$ cat config.mk
export PLATFORM = sky130hd
export DESIGN_NAME = hazard_stall_controller
export DESIGN_NICKNAME = d
export VERILOG_FILES = /design/src/rtl/hazard_stall_controller.sv
export SDC_FILE = /design/constraint.sdc
export NUM_CORES = 1
export LEC_CHECK = 0
export CORE_MARGIN = 8
export CORE_UTILIZATION = 34
export DETAILED_ROUTE_END_ITERATION = 12
export SLEW_MARGIN = 10
export SYNTH_ARGS = -nofsm -noshare
export SYNTH_HDL_FRONTEND = slang
export SYNTH_SLANG_ARGS = --single-unit
$ cat constraint.sdc
create_clock -name clk -period 5.4 [get_ports clk]
set_input_delay 1.08 -clock clk [delete_from_list [all_inputs] [get_ports clk]]
set_output_delay 1.08 -clock clk [all_outputs]
set_load 0.03 [all_outputs]
$ cat src/rtl/hazard_stall_controller.sv
// Pipeline hazard sequencer: load-use and mul/div scoreboard stalls, mispredict
// flushes, memory-busy freezes, plus a saturating stall-cycle counter.
module hazard_stall_controller #(
  parameter int CNT_W = 32,
  parameter int REG_W = 5
) (
  input  logic             clk,
  input  logic             reset_n,
  input  logic [REG_W-1:0] id_rs1,
  input  logic [REG_W-1:0] id_rs2,
  input  logic             id_use_rs1,
  input  logic             id_use_rs2,
  input  logic [REG_W-1:0] id_rd,
  input  logic             id_reg_write,
  input  logic             id_is_muldiv,
  input  logic [REG_W-1:0] ex_rd,
  input  logic             ex_mem_read,
  input  logic             ex_mispredict,
  input  logic             md_done,
  input  logic             mem_busy,
  output logic             pc_write,
  output logic             if_id_write,
  output logic             if_id_flush,
  output logic             id_ex_bubble,
  output logic             pipe_hold,
  output logic             md_issue,
  output logic             md_busy,
  output logic [CNT_W-1:0] stall_cycles,
  output logic             md_state_dbg
);

  // md_issue/md_done form a single-entry issue/retire pair: md_issue is only
  // raised from MD_IDLE, and md_done is honoured only while MD_BUSY.
  typedef enum logic {MD_IDLE = 1'b0, MD_BUSY = 1'b1} md_state_t;

  md_state_t        state_q, state_d;
  logic [REG_W-1:0] md_rd_q;
  logic [CNT_W-1:0] stall_q;

  logic load_use;
  logic sb_raw, sb_waw, sb_hazard;

  assign load_use = ex_mem_read && (ex_rd != '0) &&
                    ((id_use_rs1 && (id_rs1 == ex_rd)) ||
                     (id_use_rs2 && (id_rs2 == ex_rd)));

  // x0 as the pending destination never blocks readers or writers.
  assign sb_raw    = (md_rd_q != '0) &&
                     ((id_use_rs1 && (id_rs1 == md_rd_q)) ||
                      (id_use_rs2 && (id_rs2 == md_rd_q)));
  assign sb_waw    = (md_rd_q != '0) && id_reg_write && (id_rd == md_rd_q);
  assign sb_hazard = (state_q == MD_BUSY) && (sb_raw || sb_waw || id_is_muldiv);

  always_comb begin
    pc_write     = 1'b0;
    if_id_write  = 1'b0;
    if_id_flush  = 1'b0;
    id_ex_bubble = 1'b0;
    pipe_hold    = 1'b0;
    md_issue     = 1'b0;
    state_d      = state_q;
    if (reset_n) begin
      if (mem_busy) begin
        pipe_hold = 1'b1;
      end else if (ex_mispredict) begin
        pc_write     = 1'b1;
        if_id_write  = 1'b1;
        if_id_flush  = 1'b1;
        id_ex_bubble = 1'b1;
      end else if (load_use || sb_hazard) begin
        id_ex_bubble = 1'b1;
      end else begin
        pc_write    = 1'b1;
        if_id_write = 1'b1;
        md_issue    = id_is_muldiv;
      end
      // Retirement is independent of the priority case; flushes never cancel it.
      if ((state_q == MD_BUSY) && md_done) begin
        state_d = MD_IDLE;
      end else if (md_issue) begin
        state_d = MD_BUSY;
      end
    end
  end

  always_ff @(posedge clk or negedge reset_n) begin
    if (!reset_n) begin
      state_q <= MD_IDLE;
      md_rd_q <= '0;
      stall_q <= '0;
    end else begin
      state_q <= state_d;
      if (md_issue) begin
        md_rd_q <= id_rd;
      end
      if (!pc_write && (stall_q != {CNT_W{1'b1}})) begin
        stall_q <= stall_q + CNT_W'(1);
      end
    end
  end

  assign md_busy      = (state_q == MD_BUSY);
  assign md_state_dbg = state_q;
  assign stall_cycles = stall_q;

endmodule

==> flow_metrics.tcl <==
set metrics [dict create \
    worstPathArrival_ps 3700 \
    ys_seq_area_frac 0.433 \
    finalCritPeriodShare 0.886 \
    outcome "complete, no violations" \
    drive_above_1_share 0.0655 \
    globalplace.congestion 0.850 \
    final_net_count 321 \
    drt_pre_antenna_iters 4 \
    hold_viol_final 0 \
    period_needed_ps 4780 \
    wire_length_of_the_first_global_routing_pass_um 9360 \
    avgRoutedWirePerCell_um 15.7 \
    synth-seq-cells 38 \
    diodes 0 \
    die_area_mm2 0.00929 \
    accumulated_negative_setup_slack_ps 0 \
    cts_sink_cnt 38 \
    io-pin-count 70 \
    cts_setup_buffers 0 \
    grt_start_max_net_pins 38 \
    worstPathMaxFanout 7 \
    tritoncts "built" \
    postSynthAreaPerCell_um2 9.99 \
    final_hpwl_dp_um 4410 \
    worst-endpoint-required_ps 4320 \
    report.final.slew_viol_count 0 \
    cts.path.max_buffers 2 \
    critical_path_class "input pin to primary output" \
    max_cap_violations 0 \
    worst_clock_skew_ps 3.94 \
    leak_pwr_nw 1.29 \
    wl_um 5770 \
    place.port_buffers 69 \
    core-area_mm2 0.00631 \
    worst-slew-pin-transition_ps 777 \
    start_util 0.348 \
    yosysUniqueCellTypes 33 \
    placement_rows 29 \
    worst_hold_path_type "register to register" \
    ctsHtreeMaxLevel 2 \
    synth-edff-count 0 \
    p_per_area_mw_per_mm2 309 \
    finalSetupViolations 0 \
    synth_ff_type "dfrtp_1" \
    number_of_warnings_reported_in_the_yosys_synthesis_log 0 \
    syn2layout_area_growth_pct 38.0 \
    commonest_non_fill_non_tap_cell_in_the_layout "clkdlybuf4s50_1" \
    stdcell_area_mm2 0.00303 \
    worst_slew_margin_rel 0.481 \
    track_usage 0.129 \
    place_area_mm2 0.00296 \
    mappedNetlistNets 251 \
    die_w_um 96.4 \
    clkLatencyLatePin_ps 280 \
    drc_errors 0 \
    ir_drop_uv 197 \
    via_per_instance_ratio 4.99 \
    most-common-layout-cells "clkdlybuf4s50_1 (68), xor2_1 (48), dfrtp_1 (38), nand3_1 (23), nor2_1 (14)" \
    gate_count_after_technology_mapping 220 \
    critPathCaptureType "primary output" \
    cts_resized 0 \
    ctsRootBufferMaster "clkbuf_8" \
    drt-initial-drc-count 80 \
    grt_overflow 0 \
    asyncSetResetFlopFracSynth 1.00 \
    unrepaired_setup_endpoints_after_global_routing "false" \
    die_y_extent_um 96.4 \
    cts_hold_bufs 0 \
    cts.reportedPaths.clkPinSlew_ps 70 \
    clock.fmax_mhz 209 \
    cts_made_buffers 5 \
    synth.cell_area_mm2 0.00220 \
    route.vias.total 1832 \
    number_of_global_route_vias_before_repair 1874 \
    crit_path_start_kind "input pin" \
    grt_antenna_before_repair 0 \
    drtAntennaViolNets 0 \
]
-- through the flow --
step                setup WS [ps]  utilization  cells  hold WS (ps)  power, mW
finish                        615        0.480    367           483      0.939
global route                  404        0.480    367           506       1.00
CTS                           580        0.480    367           491      0.957
detailed placement            589        0.468    360           477      0.769
global placement              646        0.468    360           475      0.765
floorplan                    1470            -    220           594      0.608
-- critical path, stage by stage --
cell             delay, ps
clkdlybuf4s50_1        460
or4_1                  540
o31ai_1                200
a31oi_1                110
a21oi_1                270
nand4_2                260
inv_1                  100
clkdlybuf4s50_1        670
-- cell families after synthesis --
kind of cell             Yosys count  share of synthesized area
AO/OA/AOI/OAI                      9                     0.0313
XOR/XNOR                          56                      0.223
adder cells (fa/ha/maj)            1                    0.00569
buffers and inverters             11                     0.0279
flip-flops                        38                      0.433
multiplexers                       6                     0.0307
AND/OR/NAND/NOR                   99                      0.249
-- per-layer routing --
metal / GRT usage / wire [µm]
met1: 0.172 / 2780
met2: 0.197 / 2500
met3: 0.0417 / 450
met4: 0.0340 / 39
met5: 0 / 0
-- cell usage after synthesis (2+ instances only) --
library cell,n,share of area
nand4_1,3,0.0085
nand2_1,11,0.019
and3_1,9,0.026
xor2_1,48,0.19
buf_2,4,0.0091
nand3_1,23,0.052
mux2_2,6,0.031
a21oi_1,2,0.0046
and2_1,2,0.0057
nand4b_1,2,0.0080
inv_1,2,0.0034
nand2b_1,3,0.0085
dfrtp_1,38,0.43
nor3_1,13,0.030
nor2_1,14,0.024
nor4_1,10,0.028
buf_4,4,0.014
or4_1,2,0.0068
xnor2_1,8,0.032
and4_1,2,0.0080
a31oi_1,2,0.0057
-- flip-flops by register name, summed over array words and instances, names as in the netlist --
| name | flops |
|---|---|
| md_busy | 1 |
| stall_cycles | 32 |
| md_rd_q | 5 |
-- final cells by class --
class | count | area, µm²
Clock buffer | 7 | 76.3
Fill cell | 625 | 3280
Inverter | 2 | 7.51
Multi-Input combinational cell | 171 | 1190
Sequential cell | 38 | 951
Tap cell | 77 | 96.3
Timing Repair Buffer | 72 | 708
-- worst paths after layout --
path	startpoint	endpoint	slack [ps]	depth (start not counted)
max	id_is_muldiv	md_issue	620	8
min	stall_cycles[23]$_DFFE_PN0P_	stall_cycles[23]$_DFFE_PN0P_	480	1
max reg2reg	md_rd_q[0]$_DFFE_PN0P_	stall_cycles[30]$_DFFE_PN0P_	2620	7
min reg2reg	stall_cycles[23]$_DFFE_PN0P_	stall_cycles[23]$_DFFE_PN0P_	480	1
max in group asynchronous	reset_n	stall_cycles[12]$_DFFE_PN0P_	4120	2
min in group asynchronous	reset_n	stall_cycles[29]$_DFFE_PN0P_	610	1
-- power by group --
part / leakage (nW) / switching (mW) / internal [mW]
clock: 0.0383 / 0.0906 / 0.0889
combinational: 0.800 / 0.190 / 0.164
sequential: 0.455 / 0.0677 / 0.337
Note: power is estimated with default switching activity, not from simulation.
